File: src/rtl/nibble_addsub_seq.sv
// nibble_addsub_seq
// Runs a WIDTH-bit add or subtract through a single 4-bit ripple add/sub
// slice, one nibble per clock, least significant nibble first. The carry
// between nibbles is held in a register. Subtract is done as A + ~B + 1:
// each B nibble is inverted with the op bit, and the op bit is the first
// carry-in.
//
// Ports:
//   clk    - system clock, rising edge
//   rst    - asynchronous active-high reset
//   start  - request, sampled only while busy is low
//   sub    - 0 = A+B, 1 = A-B (captured with start)
//   a, b   - WIDTH-bit operands (captured with start)
//   busy   - high while an operation is in progress
//   done   - one-cycle pulse when result and flags update
//   result - sum/difference, held until the next done
//   c_out  - carry out of the MSB (subtract: 1 = no borrow)
//   ovf    - signed overflow (carry into MSB XOR carry out of MSB)
//   zero   - result equals zero
module nibble_addsub_seq #(
    parameter int NIBBLES = 4
) (
    input  logic                 clk,
    input  logic                 rst,
    input  logic                 start,
    input  logic                 sub,
    input  logic [4*NIBBLES-1:0] a,
    input  logic [4*NIBBLES-1:0] b,
    output logic                 busy,
    output logic                 done,
    output logic [4*NIBBLES-1:0] result,
    output logic                 c_out,
    output logic                 ovf,
    output logic                 zero
);

    localparam int WIDTH = 4 * NIBBLES;
    localparam int IDX_W = (NIBBLES > 1) ? $clog2(NIBBLES) : 1;
    localparam logic [IDX_W-1:0] LAST_IDX = IDX_W'(NIBBLES - 1);

    typedef enum logic [0:0] {
        ST_IDLE = 1'b0,
        ST_RUN  = 1'b1
    } state_t;

    // One 4-bit ripple add/sub slice.
    // Returns {carry into bit 3, carry out of bit 3, sum[3:0]}; the carry
    // into bit 3 of the last nibble is the carry into the word MSB, which
    // is what the signed overflow flag needs.
    function automatic logic [5:0] nibble_slice(
        input logic [3:0] a_nib,
        input logic [3:0] b_nib,
        input logic       sub_i,
        input logic       cin
    );
        logic [3:0] bx;
        logic [3:0] s;
        logic [4:0] c;
        bx   = b_nib ^ {4{sub_i}};
        c    = 5'b00000;
        s    = 4'b0000;
        c[0] = cin;
        for (int i = 0; i < 4; i++) begin
            s[i]     = a_nib[i] ^ bx[i] ^ c[i];
            c[i + 1] = (a_nib[i] & bx[i]) | (c[i] & (a_nib[i] ^ bx[i]));
        end
        return {c[3], c[4], s};
    endfunction

    state_t           state_q,  state_d;
    logic [IDX_W-1:0] idx_q,    idx_d;
    logic             carry_q,  carry_d;
    logic             sub_q,    sub_d;
    logic [WIDTH-1:0] a_q,      a_d;
    logic [WIDTH-1:0] b_q,      b_d;
    logic [WIDTH-1:0] acc_q,    acc_d;
    logic [WIDTH-1:0] result_q, result_d;
    logic             c_out_q,  c_out_d;
    logic             ovf_q,    ovf_d;
    logic             zero_q,   zero_d;
    logic             busy_q,   busy_d;
    logic             done_q,   done_d;

    logic [IDX_W+1:0] nib_off_s;
    logic [5:0]       slice_s;

    // Bit offset of the nibble being processed and the slice working on it.
    assign nib_off_s = {idx_q, 2'b00};
    assign slice_s   = nibble_slice(a_q[nib_off_s +: 4], b_q[nib_off_s +: 4], sub_q, carry_q);

    // Next-state and next-output computation for the controller.
    always_comb begin
        state_d  = state_q;
        idx_d    = idx_q;
        carry_d  = carry_q;
        sub_d    = sub_q;
        a_d      = a_q;
        b_d      = b_q;
        acc_d    = acc_q;
        result_d = result_q;
        c_out_d  = c_out_q;
        ovf_d    = ovf_q;
        zero_d   = zero_q;
        busy_d   = busy_q;
        done_d   = 1'b0;

        case (state_q)
            ST_IDLE: begin
                if (start) begin
                    // Latch operands so later input changes cannot disturb the run.
                    a_d     = a;
                    b_d     = b;
                    sub_d   = sub;
                    carry_d = sub;
                    idx_d   = {IDX_W{1'b0}};
                    acc_d   = {WIDTH{1'b0}};
                    busy_d  = 1'b1;
                    state_d = ST_RUN;
                end else begin
                    busy_d  = 1'b0;
                end
            end
            ST_RUN: begin
                acc_d[nib_off_s +: 4] = slice_s[3:0];
                carry_d               = slice_s[4];
                if (idx_q == LAST_IDX) begin
                    // acc_d already holds the final nibble here.
                    result_d = acc_d;
                    c_out_d  = slice_s[4];
                    ovf_d    = slice_s[5] ^ slice_s[4];
                    zero_d   = (acc_d == {WIDTH{1'b0}});
                    done_d   = 1'b1;
                    busy_d   = 1'b0;
                    idx_d    = {IDX_W{1'b0}};
                    state_d  = ST_IDLE;
                end else begin
                    idx_d    = idx_q + IDX_W'(1'b1);
                end
            end
            default: begin
                busy_d  = 1'b0;
                idx_d   = {IDX_W{1'b0}};
                state_d = ST_IDLE;
            end
        endcase
    end

    // State, datapath and output registers with asynchronous reset.
    always_ff @(posedge clk or posedge rst) begin
        if (rst) begin
            state_q  <= ST_IDLE;
            idx_q    <= {IDX_W{1'b0}};
            carry_q  <= 1'b0;
            sub_q    <= 1'b0;
            a_q      <= {WIDTH{1'b0}};
            b_q      <= {WIDTH{1'b0}};
            acc_q    <= {WIDTH{1'b0}};
            result_q <= {WIDTH{1'b0}};
            c_out_q  <= 1'b0;
            ovf_q    <= 1'b0;
            zero_q   <= 1'b0;
            busy_q   <= 1'b0;
            done_q   <= 1'b0;
        end else begin
            state_q  <= state_d;
            idx_q    <= idx_d;
            carry_q  <= carry_d;
            sub_q    <= sub_d;
            a_q      <= a_d;
            b_q      <= b_d;
            acc_q    <= acc_d;
            result_q <= result_d;
            c_out_q  <= c_out_d;
            ovf_q    <= ovf_d;
            zero_q   <= zero_d;
            busy_q   <= busy_d;
            done_q   <= done_d;
        end
    end

    assign busy   = busy_q;
    assign done   = done_q;
    assign result = result_q;
    assign c_out  = c_out_q;
    assign ovf    = ovf_q;
    assign zero   = zero_q;

endmodule

File: config.mk
export PLATFORM = sky130hd
export DESIGN_NAME = nibble_addsub_seq
export DESIGN_NICKNAME = d
export VERILOG_FILES = /design/src/rtl/nibble_addsub_seq.sv
export SDC_FILE = /design/constraint.sdc
export NUM_CORES = 1
export LEC_CHECK = 0
export CAP_MARGIN = 0
export CORE_UTILIZATION = 30
export DETAILED_ROUTE_END_ITERATION = 7
export PLACE_DENSITY = 0.54
export SLEW_MARGIN = 20
export SYNTH_ARGS = -nofsm -noshare
export SYNTH_HDL_FRONTEND = slang
export SYNTH_SLANG_ARGS = --single-unit
File: constraint.sdc
create_clock -name clk -period 9.5 [get_ports clk]
set_input_delay 1.9 -clock clk [delete_from_list [all_inputs] [get_ports clk]]
set_output_delay 1.9 -clock clk [all_outputs]
set_load 0.005 [all_outputs]
==> reports/summary.txt <==
Status = complete, but fails checks
Failing checks = DRC
Sw Ratio = 0.377
Ys Warns = 0
CP Class = flop to flop
Post-layout nets = 384
Slew @ Worst Pin = 0.948 ns
Worst r2r path cells = 12
Met2 Wirelength = 3490 um
Vias in the first global route = 2469
Clock power share = 0.200
Die height = 112 um
Buffer count from post-CTS setup fixing = 0
1st-iter DRT viols = 80
Vias per cell = 4.80
CTS tree = built
Post-DP HPWL = 5200 um
Internal = 1.12 mW
Clk_lat worst skew = 0.33 ns
All-layer global routing usage = 0.130
Synth cell types = 39
DR pass1 iterations = 6
Ant diodes = 0
Slew Limit Fails = 0
Initial antenna violation count = 0
Avg WL per Cell = 15.2 um
Die width = 112 um
Achievable frequency = 231 MHz
Sequential power share = 0.311
Critical Path AT = 4.60 ns
Max Cap Viol = 0
Gpl congestion = 0.816
Top Ports = 57
Core Rows = 39
Area grow syn2layout = 26.9%
Layout cells sized above 1 = 0.190
Hold WS = 0.474 ns
Tmin final = 4.34 ns
Layout Skew = 0.00723 ns
RSZ-0062 raised after global routing = false
Critical path peak fanout = 20
CP endpoint kind = flop
Post-Route WL = 7380 um
Synth Register Bits = 74
CP Data Required Time = 9.77 ns
Logic pwr share = 0.489
Reg clk slew, reported paths = 0.06 ns
Top Layer Used = met4
Filler cells = 1112
Syn nets = 331
Final Setup Violations = 0
Max-slew headroom = 0.368
P_leak = 1.92 nW
Multi-input gate area = 1590 um2
Mapped Area = 3620 um2
Hold_buf cts = 0
Drt drc = 3
WL met3 = 401 um
Storage element area = 1850 um2
Min-Delay Path Class = flop to flop
Maximum vdd drop = 185 uV
Largest net degree at the start of global routing = 75
Full die area = 12500 um2
CTS max path bufs = 2
NetSw = 0.678 mW
Post-Synthesis Cells = 285
TritonCTS Sinks = 74
CTS Buf Count = 9
Kind of start point of the critical path = flop
Routed Antenna Nets = 0
Final Hold Fails = 0
Grt ovf = 0
Register area share after synthesis = 0.512
Core area = 11600 um2
Cell Pwr Density = 391 nW/um2
Period utilization = 0.456
Port buffer count = 56
Setup TNS = 0 ns
Synthesized area per cell = 12.7 um2
Hold Crit Depth = 2
Wire length of the first global-routing pass = 12600 um
Vias = 2331
Clock root cell = clkbuf_16
Starting Density = 0.313
H-tree depth = 3
PostCTS Resize Cnt = 0
DRT met1 WL = 3430 um
==> layer usage <==
metal,up-vias,GRT usage
met3,6,0.0397
li1,1122,-
met5,-,0
met1,1137,0.167
met4,0,0.0459
met2,66,0.206
==> cells in the final DEF (no fill, tap or decap), drive strengths merged <==
master,synthesis,layout
o21bai,1,1
nand4bb,2,2
nor2,1,1
a32o,2,2
ha,6,6
o22ai,7,7
buf,13,3
clkinv,1,4
nand4b,1,1
nor3,2,2
or3,1,1
dfrtp,74,74
and4bb,3,3
inv,17,17
clkinvlp,0,2
o31ai,7,7
xor2,3,3
xnor2,2,2
mux2i,10,10
fa,4,4
nor4,6,6
mux2,40,40
bufinv,0,2
clkbuf,4,9
o21ai,16,16
nand2b,9,9
nor2b,7,7
nand2,25,25
mux4,8,8
nor4b,2,2
a21oi,7,7
clkdlybuf4s50,0,56
a22oi,4,4
==> Yosys cell counts, drive strengths merged <==
cell / count / share of area
o22ai: 7 / 0.012
nand2: 25 / 0.026
a22oi: 4 / 0.0083
mux4: 8 / 0.057
o21bai: 1 / 0.0021
nand2b: 9 / 0.016
mux2: 40 / 0.12
nand4bb: 2 / 0.0062
ha: 6 / 0.021
nor2b: 7 / 0.012
nor2: 1 / 0.0010
fa: 4 / 0.022
and4bb: 3 / 0.010
mux2i: 10 / 0.028
buf: 13 / 0.027
o31ai: 7 / 0.015
inv: 17 / 0.018
clkinv: 1 / 0.0010
o21ai: 16 / 0.022
a32o: 2 / 0.0055
dfrtp: 74 / 0.51
nand4b: 1 / 0.0024
nor4: 6 / 0.015
xnor2: 2 / 0.0048
a21oi: 7 / 0.0097
or3: 1 / 0.0017
xor2: 3 / 0.0073
nor4b: 2 / 0.0066
clkbuf: 4 / 0.0042
nor3: 2 / 0.0028
==> power by group through the flow <==
stage,Clock (mW),Combinational (mW),Sequential (mW)
3_3_place_gp,0,0.875,0.564
2_1_floorplan,0,0.656,0.518
3_5_place_dp,0,0.892,0.567
4_1_cts,0.368,0.894,0.562
6_report,0.358,0.878,0.558
5_1_grt,0.383,0.972,0.580
==> metrics by stage <==
stage / setup slack, ns / power [mW] / instance area [um2] / std cells / util
final: 5.16 / 1.80 / 4590 / 486 / 0.397
after global routing: 4.93 / 1.94 / 4590 / 486 / 0.397
after CTS: 5.15 / 1.82 / 4590 / 486 / 0.397
after detailed placement: 5.17 / 1.46 / 4270 / 470 / 0.369
after global placement: 5.34 / 1.44 / 4270 / 470 / 0.369
after floorplan: 5.72 / 1.17 / 3620 / 285 / -
==> registers in the layout, indices dropped and copies added, names as in the netlist <==
| register | cells |
|---|---|
| state_q | 1 |
| acc_q | 16 |
| idx_q | 2 |
| busy | 1 |
| c_out | 1 |
| done | 1 |
| result | 16 |
| ovf | 1 |
| b_q | 16 |
| zero | 1 |
| a_q | 16 |
| sub_q | 1 |
| carry_q | 1 |
==> cells by family after synthesis <==
| logic type | count (synthesis) | synth area share |
|---|---|---|
| compound gates | 44 | 0.0744 |
| fa+ha+maj | 10 | 0.0429 |
| flops | 74 | 0.512 |
| buf+inv | 35 | 0.0498 |
| mux | 58 | 0.209 |
| xor+xnor | 5 | 0.0121 |
| simple gates | 59 | 0.0993 |
==> path summary, 6_finish.rpt <==
path | to | slack [ns] | start
min reg2reg | result[4]$_DFFE_PP0P_ | 0.47 | result[4]$_DFFE_PP0P_
max in group asynchronous | idx_q[0]$_DFFE_PP0P_ | 6.71 | rst
max reg2reg | zero$_DFFE_PP0P_ | 5.16 | idx_q[0]$_DFFE_PP0P_
min | result[4]$_DFFE_PP0P_ | 0.47 | result[4]$_DFFE_PP0P_
max | zero$_DFFE_PP0P_ | 5.16 | idx_q[0]$_DFFE_PP0P_
min in group asynchronous | result[12]$_DFFE_PP0P_ | 2.18 | rst
==> critical path, cell delays in order, from the launching register on <==
cell and delay, ns:
dfrtp_1 0.92, mux4_1 0.67, xor2_1 0.22, fa_1 0.22
inv_1 0.05, fa_1 0.38, fa_1 0.42, inv_1 0.09
fa_1 0.48, and4bb_2 0.37, nor4b_1 0.07, nor3_1 0.18
a32o_1 0.18
==> cell type report <==
cell class / count / area share
well taps: 143 / 0.0390
flip-flops and latches: 74 / 0.404
multi-input cells: 176 / 0.346
repair buffers: 59 / 0.127
inverters: 18 / 0.0147
clock inverters: 7 / 0.0205
clock buffers: 9 / 0.0491
(Power assumes the default switching activity.)
